### src/rtl/tank_pkg.sv
// tank_pkg: shared fire-control types and constants.
//   fire_state_t     - fire controller FSM states
//   FIRE_KEY_DEFAULT - HID usage code of the fire key (space bar)
//   SLOT_IDX_W       - width of a bullet slot index
package tank_pkg;
  typedef enum logic [1:0] {IDLE, ARM, COOLDOWN, DEAD} fire_state_t;
  localparam logic [7:0] FIRE_KEY_DEFAULT = 8'h2C;
  localparam int SLOT_IDX_W = 3;
endpackage

### src/rtl/first_free_slot.sv
// first_free_slot: combinational priority encoder for the lowest inactive bullet slot.
//   busy  - per-slot active flags
//   idx   - lowest index whose busy bit is clear
//   valid - at least one slot is free
module first_free_slot import tank_pkg::*; #(
  parameter int N = 5
) (
  input  logic [N-1:0]          busy,
  output logic [SLOT_IDX_W-1:0] idx,
  output logic                  valid
);
  always_comb begin
    idx = '0;
    valid = 1'b0;
    for (int i = N - 1; i >= 0; i--)
      if (!busy[i]) begin
        idx = SLOT_IDX_W'(i);
        valid = 1'b1;
      end
  end
endmodule

### src/rtl/bullet_fire_ctrl.sv
// bullet_fire_ctrl: per-tank fire controller that hands shots to free bullet slots.
//   frame_clk        - one rising edge per video frame
//   Reset            - asynchronous, active-high
//   keycode          - four HID key bytes, any of them may hold FIRE_KEY
//   is_bullet_active - per-slot active flag from the bullet instances
//   hit              - tank destroyed
//   create           - one-hot create request to the chosen slot
//   armed_slot       - slot currently or last requested
//   ammo_left        - registered count of inactive slots
//   shot_count       - acknowledged shots, wrapping
//   timeout_err      - sticky, a slot failed to acknowledge in time
//   tank_alive       - low after hit until Reset
// Build option: BULLET_AUTOFIRE_EN makes a held key fire repeatedly.
module bullet_fire_ctrl import tank_pkg::*; #(
  parameter int         N_BULLETS       = 5,
  parameter logic [7:0] FIRE_KEY        = FIRE_KEY_DEFAULT,
  parameter int         COOLDOWN_FRAMES = 10,
  parameter int         ARM_TIMEOUT     = 4
) (
  input  logic                  frame_clk,
  input  logic                  Reset,
  input  logic [31:0]           keycode,
  input  logic [N_BULLETS-1:0]  is_bullet_active,
  input  logic                  hit,
  output logic [N_BULLETS-1:0]  create,
  output logic [SLOT_IDX_W-1:0] armed_slot,
  output logic [3:0]            ammo_left,
  output logic [15:0]           shot_count,
  output logic                  timeout_err,
  output logic                  tank_alive
);
  localparam int AW = $clog2(ARM_TIMEOUT + 1);
  localparam int CW = $clog2(COOLDOWN_FRAMES + 1);
  fire_state_t state, state_n;
  logic [AW-1:0] arm_timer, timer_n;
  logic [CW-1:0] cd, cd_n;
  logic [N_BULLETS-1:0] create_n;
  logic [SLOT_IDX_W-1:0] slot_n, free_idx;
  logic [15:0] shots_n;
  logic to_n, alive_n, fire_req, fire_prev, trig, free_ok, ack;
  first_free_slot #(.N(N_BULLETS)) u_sel (
    .busy(is_bullet_active),
    .idx(free_idx),
    .valid(free_ok)
  );
  assign fire_req = keycode[7:0] == FIRE_KEY || keycode[15:8] == FIRE_KEY ||
                    keycode[23:16] == FIRE_KEY || keycode[31:24] == FIRE_KEY;
`ifdef BULLET_AUTOFIRE_EN
  assign trig = fire_req;
`else
  assign trig = fire_req & ~fire_prev;
`endif
  assign ack = is_bullet_active[armed_slot];
  always_comb begin
    state_n = state;
    create_n = create;
    slot_n = armed_slot;
    timer_n = arm_timer;
    cd_n = cd;
    shots_n = shot_count;
    to_n = timeout_err;
    alive_n = tank_alive;
    if (hit) begin
      state_n = DEAD;
      create_n = '0;
      alive_n = 1'b0;
    end else begin
      case (state)
        IDLE:
          if (trig && free_ok) begin
            state_n = ARM;
            create_n = N_BULLETS'(1) << free_idx;
            slot_n = free_idx;
            timer_n = '0;
          end
        ARM:
          if (ack || arm_timer == AW'(ARM_TIMEOUT - 1)) begin
            state_n = COOLDOWN;
            create_n = '0;
            cd_n = CW'(COOLDOWN_FRAMES - 1);
            shots_n = ack ? shot_count + 16'd1 : shot_count;
            to_n = ack ? timeout_err : 1'b1;
          end else
            timer_n = arm_timer + AW'(1);
        COOLDOWN:
          if (cd == '0)
            state_n = IDLE;
          else
            cd_n = cd - CW'(1);
        default: ;
      endcase
    end
  end
  always_ff @(posedge frame_clk or posedge Reset)
    if (Reset) begin
      state <= IDLE;
      create <= '0;
      armed_slot <= '0;
      arm_timer <= '0;
      cd <= '0;
      shot_count <= '0;
      timeout_err <= 1'b0;
      tank_alive <= 1'b1;
      fire_prev <= 1'b0;
      ammo_left <= 4'(N_BULLETS);
    end else begin
      state <= state_n;
      create <= create_n;
      armed_slot <= slot_n;
      arm_timer <= timer_n;
      cd <= cd_n;
      shot_count <= shots_n;
      timeout_err <= to_n;
      tank_alive <= alive_n;
      fire_prev <= fire_req;
      ammo_left <= 4'($countones(~is_bullet_active));
    end
endmodule
### config.mk
export PLATFORM = sky130hd
export DESIGN_NAME = bullet_fire_ctrl
export DESIGN_NICKNAME = d
export VERILOG_FILES = /design/src/rtl/tank_pkg.sv /design/src/rtl/first_free_slot.sv /design/src/rtl/bullet_fire_ctrl.sv
export SDC_FILE = /design/constraint.sdc
export NUM_CORES = 1
export LEC_CHECK = 0
export ABC_AREA = 1
export CAP_MARGIN = 20
export CORE_MARGIN = 1
export CORE_UTILIZATION = 51
export DETAILED_ROUTE_END_ITERATION = 10
export PLACE_DENSITY = 0.86
export SETUP_SLACK_MARGIN = 0.1
export SLEW_MARGIN = 30
export SYNTH_ARGS = -nofsm -noshare
export SYNTH_HDL_FRONTEND = slang
export SYNTH_SLANG_ARGS = --single-unit
### constraint.sdc
create_clock -name frame_clk -period 3.2 [get_ports frame_clk]
set_clock_uncertainty 0.15 [all_clocks]
set_input_delay 0.32 -clock frame_clk [delete_from_list [all_inputs] [get_ports frame_clk]]
set_output_delay 0.32 -clock frame_clk [all_outputs]
set_load 0.05 [all_outputs]
Word level (Yosys, flattened, before mapping). Cells that the tools add are included. Widths: inputs -> output; s select.

Bits in registers: 40. Output and inout bits: 30. Logic and storage cells: 83.

Add/sub/neg operators: 7. Order comparisons: 1. Equality and inequality tests: 14. Shifts and indexed selects: 1. Mux-type cells: 27. Bitwise operators: 5. Reduce and logical (&&, ||, !) cells: 18.

Operators with widths (count): $eq 8x6->1 const B (4); $mux 3 (7); $reduce_and 4->1 (5); $add 16x1->16 const B (1); $mux 5 (3); $pmux 5 s2 (1); $ne 3x3->1 const B (3); $mux 2 (4); $mux 4 (2); $ne 2x2->1 const B (4); $pmux 4 s2 (1); $mux 1 (6); $pmux 2 s3 (1); $pmux 3 s2 (1); $reduce_and 3->1 (2); $not 5->5 (1); $shl 1x3->5 const A (1); $add 1x1->2 (2); $add 3x1->4 (1); $logic_not 4->1 (1); $logic_or 1x1->1 (4); $lt 3x4->1 const B (1); $reduce_bool 2->1 (2); $reduce_bool 4->1 (1); 12 further kinds (14).

Logic depth before layout (Yosys ltp). Gate-level depths: netlist of run 1.

Depth after elaboration: 9. Mapped depth: 11.

By module. A second synthesis of run 1 with hierarchy kept.

Cells, all modules: 308. Area, all modules: 2403.6 µm².

Modules (own cells, without submodules): bullet_fire_ctrl (times used 1, cells each 295, area an instance 2348.5 µm², seq. area each 979.7 µm²); first_free_slot (times used 1, cells each 13, area an instance 55.1 µm², seq. area each 0.0 µm²).

Worst setup path before layout of run 1. Ideal clock, no wire load.

Path type: register to register. Start point: register shot_count[0]. End point: register shot_count[12]. Setup time: 0.127 ns. Arrival time: 1.518 ns. Data required time: 2.923 ns. Slack: 1.405 ns. Stages on the path, launching flop included: 8. Path buffers: 0. Clock period less this slack: 1.795 ns. Cell sequence: dfrtp_1 ha_1 nand3_1 inv_1 nand3_1 xor2_1 nand2_1 o21ai_0.

Longest elaborated chain between the ends: 1.

RTL lines: from (decl) (line bullet_fire_ctrl.sv:28) `output logic [15:0] shot_count,`; from (signal assigned) (line bullet_fire_ctrl.sv:112) `shot_count <= shots_n;`; $add 16x1->16 (line bullet_fire_ctrl.sv:81) `shots_n = ack ? shot_count + 16'd1 : shot_count;`.

Every way passes these cells. A chain may end at the register's enable or synchronous reset.

Worst setup path after layout of run 1.
Start point: register shot_count[5]. End point: output shot_count[5].

No word-level cell between the ends.

==> results, run 1 <==
- The sequential cell area fraction in the yosys report is 41.8%.
- The leakage dissipation is 1.53 nW.
- The hold buffer count at cts is 0.
- Entering global routing, the biggest net connects 40 pins.
- In this run the tightest slew margin relative to its limit is 65.3%.
- In this run the register-to-register setup slack is 1.33 ns.
- The non-filler instance count after layout is 432.
- The total of endpoints with negative setup slack in the final report is 0.
- The cell sitting at the root of the clock tree is a sky130_fd_sc_hd__clkbuf_8.
- The count of buffers inserted at the top-level ports is 68.
- The total global-route track usage is 23.8%.
- On the critical path the largest part of the delay comes from buffers and inverters.
- The number of global-route vias before repair is 2199.
- The number of nets in the layout is 430.
- Data arrives at the worst endpoint at 1.63 ns.
- The slew at the pin closest to its max-slew limit is 0.519 ns.
- The number of placed I/O pins is 70.
- The signal on the critical path passes through clkdlybuf4s50_1.
- Clock latency on the worst-skew pair, taken at its later pin, is 0.29 ns.
- The post-detailed-placement cell area is 3080 um^2.
- Setup total negative slack on the finished layout was measured at 0 ns.
- On the critical path, the stage with the largest delay is an instance of sky130_fd_sc_hd__clkdlybuf4s50_1.
- The first global-routing pass estimated 9250 um of wire.
- Dividing the detail-routed wire length by the instance count gives 12.2 um.
- After synthesis, the netlist uses 32 different library cells.
- The die covers 4870 um^2.
- The kind of end point of the critical path is an output pin.
- The startpoint identified for the worst register-to-register timing path is state[1].
- Timing would allow up to 476 MHz.
- The depth of the worst register-to-register path is 8.
- The initial utilization of the core area, before any placement, comes to 53.5%.
- The total number of yosys warnings is 0.
- The power per standard cell area is 628 nW/um^2.
- The worst-case IR drop observed on VDD is 0.463 mV.
- Once detail routing completed, the nets flagged for antenna violations numbered 0.
- The post-cts resize count is 0.
- The commonest cells after synthesis are sky130_fd_sc_hd__nand2_1, sky130_fd_sc_hd__inv_1, sky130_fd_sc_hd__nor2_1, sky130_fd_sc_hd__dfrtp_1, sky130_fd_sc_hd__nand3_1.
- The final antenna diode count is 0.
- In the finished design, the share of the clock period the worst path needs comes to 65.7%.
- The net count of the mapped netlist is 356.
- Compared with the post-synthesis result, the final layout area differs by 34.8%.
- The routed design could run at a clock period as short as 2.10 ns.
- The H-tree was split into 2 levels.
- The number of register bits inferred by synthesis is 39.
- The post-route netlist has 6.58% of its cells at a drive strength greater than 1.
- The destination of the worst register-to-register timing path is shot_count[9].
- By area the synthesized netlist is led by sky130_fd_sc_hd__dfrtp_1, sky130_fd_sc_hd__nand2_1, sky130_fd_sc_hd__inv_1.
- The final layout contains routed wiring with a total length of 5250 um.
- The height of the die is 69.8 um.
- The run finished with clean final reports.
- After detailed routing, the number of remaining DRC violations is 0.
- Setup repair after global routing left no endpoint under its margin.
- The synthesized design contains 0 enable-type register cells.
- The max-slew violation total from the final report is 0.
- The count of placed standard cells including taps is 424.
- On the worst path, the slowest cell contributes a delay of 0.86 ns.
- After floorplanning, the core was divided into 24 placement rows.
- The biggest fanout along the worst timing path is 7.
- Counting both buffers and inverters, the worst setup path holds a total of 1.
- The reported max-cap violation count is 0.
- The share of synthesized area in the top cell type comes to 38.4%.
- Averaged over all synthesized cells, the footprint is 7.68 um^2.
- The startpoint identified for the worst hold timing path is tank_alive.
- The critical path class is flop to output pin.
- Measured along the x axis, the die boundary spans 69.8 um.
- The initial antenna violation count is 0.
- The TritonCTS clock tree is built.
- The number of clock buffers inserted by TritonCTS is 5.
- The detailed router's first-iteration violation count is 124.
- The pre-antenna-repair detailed-routing pass consisted of 4 iterations.
- In the routed layout, each cell is associated on average with a via count of 5.12.
- After legalization and detailed placement, the total HPWL measured 4110 um.
- The required time at the endpoint of the critical path is 2.73 ns.
- The standard cell core area is 4380 um^2.
- Summed over all layers, the global routing overflow is 0.
- After clock tree synthesis, the setup repair step added 0 buffers.
- The async set or reset register ratio after synthesis is 100%.
- Summing all non-filler instances in the final layout gives an area of 3160 um^2.
- After clock tree synthesis, the clock-pin slew on the worst setup and hold paths is 0.08 ns.
- The number of instances on the worst hold path is 2.
- The end of the worst hold path is tank_alive.
- The count of final hold-check violations was 0.
- The post-synthesis cell count is 305.
- The most common cell in the netlist is sky130_fd_sc_hd__nand2_1.
- The buffer depth of the longest clock path is 2.
- Among all flip-flop cells after synthesis, the most frequent one is sky130_fd_sc_hd__dfrtp_1.
- Summed over all instances, the cell type with the most area after synthesis is sky130_fd_sc_hd__dfrtp_1.
- The number of sinks handled by clock tree synthesis is 39.
- The post-synthesis cell area is 2340 um^2.
- The launching element type of the critical path is a flop.
- The routability congestion estimate from global placement is 0.854.
- Across all layers, the routed design uses 2211 vias.
- The type of the most critical hold path is flop to flop.
## state kept, by name (all words and copies together) (netlist names)
register / flops
cd: 4
fire_prev: 1
state: 2
ammo_left: 3
armed_slot: 3
create: 5
tank_alive: 1
timeout_err: 1
arm_timer: 3
shot_count: 16
## placed cells by master, fill, tap and decap left out, types with 2 or more instances in the layout
| master | synthesis | final |
|---|---|---|
| sky130_fd_sc_hd__a21oi_1 | 2 | 2 |
| sky130_fd_sc_hd__clkbuf_1 | 0 | 2 |
| sky130_fd_sc_hd__clkbuf_8 | 0 | 5 |
| sky130_fd_sc_hd__clkdlybuf4s50_1 | 0 | 68 |
| sky130_fd_sc_hd__dfrtp_1 | 36 | 36 |
| sky130_fd_sc_hd__dfstp_2 | 3 | 3 |
| sky130_fd_sc_hd__fa_1 | 2 | 2 |
| sky130_fd_sc_hd__ha_1 | 9 | 9 |
| sky130_fd_sc_hd__inv_1 | 40 | 40 |
| sky130_fd_sc_hd__inv_2 | 5 | 5 |
| sky130_fd_sc_hd__nand2_1 | 83 | 83 |
| sky130_fd_sc_hd__nand2_4 | 2 | 2 |
| sky130_fd_sc_hd__nand3_1 | 23 | 23 |
| sky130_fd_sc_hd__nand3_2 | 2 | 2 |
| sky130_fd_sc_hd__nand4_1 | 10 | 10 |
| sky130_fd_sc_hd__nor2_1 | 37 | 37 |
| sky130_fd_sc_hd__nor3_1 | 5 | 5 |
| sky130_fd_sc_hd__nor4_1 | 2 | 2 |
| sky130_fd_sc_hd__o21ai_0 | 14 | 14 |
| sky130_fd_sc_hd__o21ai_1 | 3 | 3 |
| sky130_fd_sc_hd__xnor2_1 | 4 | 4 |
| sky130_fd_sc_hd__xor2_1 | 10 | 10 |
## final cells by class
class                   instances  area, um^2
clock buffers                   7        76.3
clock inverters                 1        5.00
fillers                       384        1220
inverters                      46         175
multi-input cells             218        1170
flip-flops and latches         39         980
well taps                      52        65.1
repair buffers                 69         688
## kinds of logic after synthesis
group / synth area share [%]
buffers and inverters: 8.28
xor gates and xnor gates: 5.23
DFF: 41.8
and+or+nand+nor: 33.0
AOI/OAI and AO/OA: 4.97
other: 0.160
adders and majority gates: 6.51
## metrics by stage
| stage | worst slack (ns) | power, W | hold slack (ns) | utilization (%) |
|---|---|---|---|---|
| final | 1.10 | 0.00198 | 0.294 | 72.1 |
| after global routing | 1.05 | 0.00212 | 0.316 | 72.1 |
| after CTS | 1.10 | 0.00199 | 0.298 | 72.1 |
| after detailed placement | 0.854 | 0.00167 | 0.286 | 70.2 |
| after global placement | 0.896 | 0.00163 | 0.286 | 70.2 |
| after floorplan | 1.40 | 0.00138 | 0.202 | - |
## report_power, final
| group | internal (W) | switching, W | total (W) |
|---|---|---|---|
| Sequential | 0.000611 | 0.0000955 | 0.000707 |
| Clock | 0.000153 | 0.000163 | 0.000316 |
| Combinational | 0.000339 | 0.000622 | 0.000961 |
## per-layer routing
| metal | routed length (um) | track usage [%] |
|---|---|---|
| met1 | 2260 | 28.5 |
| met3 | 259 | 4.51 |
| met5 | 0 | 0 |
| met2 | 2620 | 41.7 |
| met4 | 111 | 9.78 |
## worst max path at each step
stage                     depth (start not counted)                start        endpoint
final                                             1        shot_count[5]   shot_count[5]
after global routing                              1        shot_count[5]   shot_count[5]
after CTS                                         1        shot_count[5]   shot_count[5]
after detailed placement                          5  is_bullet_active[0]    ammo_left[1]
after global placement                            5  is_bullet_active[0]    ammo_left[1]
after floorplan                                   7        shot_count[0]  shot_count[12]
No activity file was read; power rests on OpenSTA's default activity.
==> inputs of run 2 (changes only) <==
Settings changed: CORE_UTILIZATION 51 to 47, PLACE_DENSITY 0.86 to 0.8.
Clock period 3.2 ns to 2.1 ns, I/O delays scaled along.
==> run 2 against run 1 <==
Compared with the run above:
- hold slack got worse by 0.11 ns
- combinational power increased by 53%
- via count decreased by 0.14%
- sequential share of layout area decreased by 1.0 points
- critical endpoint is now ammo_left[2]
==> results, run 2 (synthesis results as in run 1) <==
- The count of placed standard cells including taps is 446 (was 424).
- The area growth from synthesis to layout is 39.5% (was 34.8%).
- The register clock-pin slew on the reported worst setup and hold paths is 0.07 ns (was 0.08 ns).
- The total area of sequential cells is 980 um^2 (unchanged).
- The non-filler instance count after layout is 454 (was 432).
- The number of sinks handled by clock tree synthesis was 39 (unchanged).
- The required time at the endpoint of the critical path is 1.74 ns (was 2.73 ns).
- Status: completed (unchanged).
- The buffer depth of the longest clock path is 2 (unchanged).
- The detailed-route DRC error count was 0 (unchanged).
- The floorplan die area is 5270 um^2 (was 4870 um^2).
- The TritonCTS clock tree is built (unchanged).
- The post-route fraction of the period consumed by the critical path is 92.9%.
- The combined area of the multi-input logic cells came to 1170 um^2 (unchanged).
- The total of endpoints with negative setup slack in the final report is 0 (unchanged).
- The count of buffers inserted at the top-level ports is 68 (unchanged).
- Most frequent cells in the layout: sky130_fd_sc_hd__nand2_1, sky130_fd_sc_hd__clkdlybuf4s50_1, sky130_fd_sc_hd__inv_1, sky130_fd_sc_hd__nor2_1, sky130_fd_sc_hd__dfrtp_1 (unchanged).
- The overall overflow remaining after global route is 0 (unchanged).
- The max-slew violation total from the final report is 0 (unchanged).
- The height of the die is 72.6 um (was 69.8 um).
- The total via count after detailed routing is 2208 (was 2211).
- The final antenna diode count is 0 (unchanged).
- The final wirelength is 5120 um (was 5250 um).
- The slowest library cell on the worst path was sky130_fd_sc_hd__clkdlybuf4s50_1 (unchanged).
- The total power draw was 0.00319 W (was 0.00198 W).
- The total global-route track usage is 21.9% (was 23.8%).
- The post-route antenna net violation count is 0 (unchanged).
- The routability congestion estimate from global placement came to 0.822 (was 0.854).
- The final-layout fill cell count is 380 (was 384).
- The smallest clock period supported by the final layout is computed as 1.95 ns.
- The number of vias per cell is 4.86 (was 5.12).
- The post-cts resize count is 1 (was 0).
- The initial core utilization came to 49.3% (was 53.5%).
- The detailed-routing iteration count for the pre-antenna-repair pass is 4 (unchanged).
- Chain of cells forming the critical path: clkdlybuf4s50_1 (unchanged).
- The remaining max-slew budget at the tightest pin came to 65.5% (was 65.3%).
- The type of the most critical hold path was input pin to async pin (was flop to flop).
- The reg-to-reg startpoint is state[1] (unchanged).
- The worst setup path startpoint is ammo_left[2] (was shot_count[5]).
- The number of clock buffers inserted by TritonCTS is 5 (unchanged).
- The total number of H-tree levels was 2 (unchanged).
- The detailed router's first-iteration violation count is 155 (was 124).
- The hold buffer count at cts is 0 (unchanged).
- The commonest non-fill, non-tap cell in the layout was sky130_fd_sc_hd__nand2_1 (unchanged).
- The family with the most delay on the worst path is buffers and inverters (unchanged).
- Biggest regs: shot_count (16), create (5), cd (4) (unchanged).
- The post-DP HPWL is 3990 um (was 4110 um).
- The layout cell share with drive strength beyond 1 is 8.79% (was 6.58%).
- The critical path class is flop to output pin (unchanged).
- The number of placed I/O pins is 70 (unchanged).
- The biggest fanout along the worst timing path is 1 (was 7).
- The maximum clock frequency is 513 MHz.
- The number of nets in the layout came to 437 (was 430).
- The clock latency reported for the late side of the worst-skew pair is 0.29 ns (about the same).
- The launching element type of the critical path is a flop (unchanged).
- The flip-flop count of the largest register, all copies and words added is 16 (unchanged).
- The number of rows created at floorplan is 25 (was 24).
- The highest cell delay on the worst timing path was 0.79 ns (was 0.86 ns).
- The buffers plus inverters on the worst setup path is 1 (unchanged).
- The standard cell core area is 4750 um^2 (was 4380 um^2).
- The register name with the most flops is shot_count (unchanged).
- The initial antenna violation count is 0 (unchanged).
- The horizontal die dimension came to 72.6 um (was 69.8 um).
- Unrepaired setup endpoints after global routing: false (unchanged).
- The number of global-route vias before repair came to 2073 (was 2199).
- The number of buffers added for setup after CTS is 0 (unchanged).
- The CTS root buffer is sky130_fd_sc_hd__clkbuf_8 (unchanged).
- The power per standard cell area is 977 nW/um^2 (was 628 nW/um^2).
- The leakage dissipation is 1.60 nW (was 1.53 nW).
- The kind of end point of the critical path is an output pin (unchanged).
- The signal arrival time at the worst endpoint is 1.59 ns (was 1.63 ns).
- The count of final hold-check violations was 0 (unchanged).
- The largest net degree at the start of global routing is 40 (unchanged).
- The slew at the pin closest to its max-slew limit is 0.516 ns (was 0.519 ns).
- The post-route setup TNS was 0 ns (unchanged).
- The peak supply drop is 0.489 mV (was 0.463 mV).
- The final routed wire length divided by cell count is 11.3 um (was 12.2 um).
- The first-pass GRT wire length is 9040 um (was 9250 um).
- The reported max-cap violation count is 0 (unchanged).
==> run 2: cell types whose count changed in the layout (fill, tap and decap cells not counted) <==
cell	previous run	this run
sky130_fd_sc_hd__dlygate4sd2_1	0	1
sky130_fd_sc_hd__clkdlybuf4s50_1	68	66
sky130_fd_sc_hd__dlymetal6s2s_1	0	1
sky130_fd_sc_hd__clkbuf_8	5	6
sky130_fd_sc_hd__bufinv_16	0	1
sky130_fd_sc_hd__buf_4	1	8
sky130_fd_sc_hd__clkbuf_1	2	0
==> run 2: worst paths after layout <==
path | end | slack (ns) | cells after the start
hold reg to reg | tank_alive | 0.29 | 2
max in group asynchronous | tank_alive | 1.26 | 3
min in group frame_clk | tank_alive | 0.29 | 2
hold / removal | ammo_left[1] | 0.18 | 3
setup reg to reg | shot_count[3] | 0.28 | 8
setup / recovery | ammo_left[2] | 0.15 | 1
==> run 2: power by group <==
part	leakage, nW	switching, W	internal (W)
combinational	1.04	0.000941	0.000531
sequential	0.500	0.000145	0.000931
clock	0.0612	0.000261	0.000384
total	1.60	0.00135	0.00185
==> run 2: final cells by class <==
| cell class | instances | share of cell area [%] |
|---|---|---|
| well taps | 67 | 2.57 |
| repair buffers | 76 | 22.7 |
| clock inverters | 2 | 1.07 |
| inverters | 46 | 5.36 |
| multi-input cells | 218 | 35.8 |
| flip-flops and latches | 39 | 30.0 |
| clock buffers | 6 | 2.53 |
==> run 2: per-layer routing <==
metal | share of wire [%] | vias to the layer above | global-route usage [%] | routed length, um
met2 | 51 | 48 | 37.8 | 2590
met1 | 45 | 1031 | 27.2 | 2290
met5 | 0 | - | 0 | 0
met3 | 3.7 | 7 | 5.52 | 187
li1 | - | 1122 | - | -
met4 | 1.1 | 0 | 6.10 | 57
==> run 2: tightest hold or removal path: stages <==
cell                              delay (ns)
sky130_fd_sc_hd__clkdlybuf4s50_1        0.39
sky130_fd_sc_hd__inv_1                  0.05
sky130_fd_sc_hd__buf_4                  0.41
==> run 2: metrics by stage <==
stage | cell area [um^2] | setup WS (ns) | hold WS [ns] | util, %
after global routing | 3270 | 0.104 | 0.242 | 68.7
after floorplan | 2340 | 0.305 | 0.0925 | -
final | 3270 | 0.149 | 0.180 | 68.7
after detailed placement | 3150 | -0.0631 | 0.281 | 66.2
after global placement | 3150 | -0.0499 | 0.281 | 66.2
after CTS | 3270 | 0.123 | 0.190 | 68.7
==> inputs of run 3 (changes only) <==
Settings changed: CTS_CLUSTER_SIZE set to 10, HOLD_SLACK_MARGIN set to 0.02, TNS_END_PERCENT set to 5.
==> results of run 3 <==
Same layout as run 2: the final DEF is identical, and so are final timing and power.
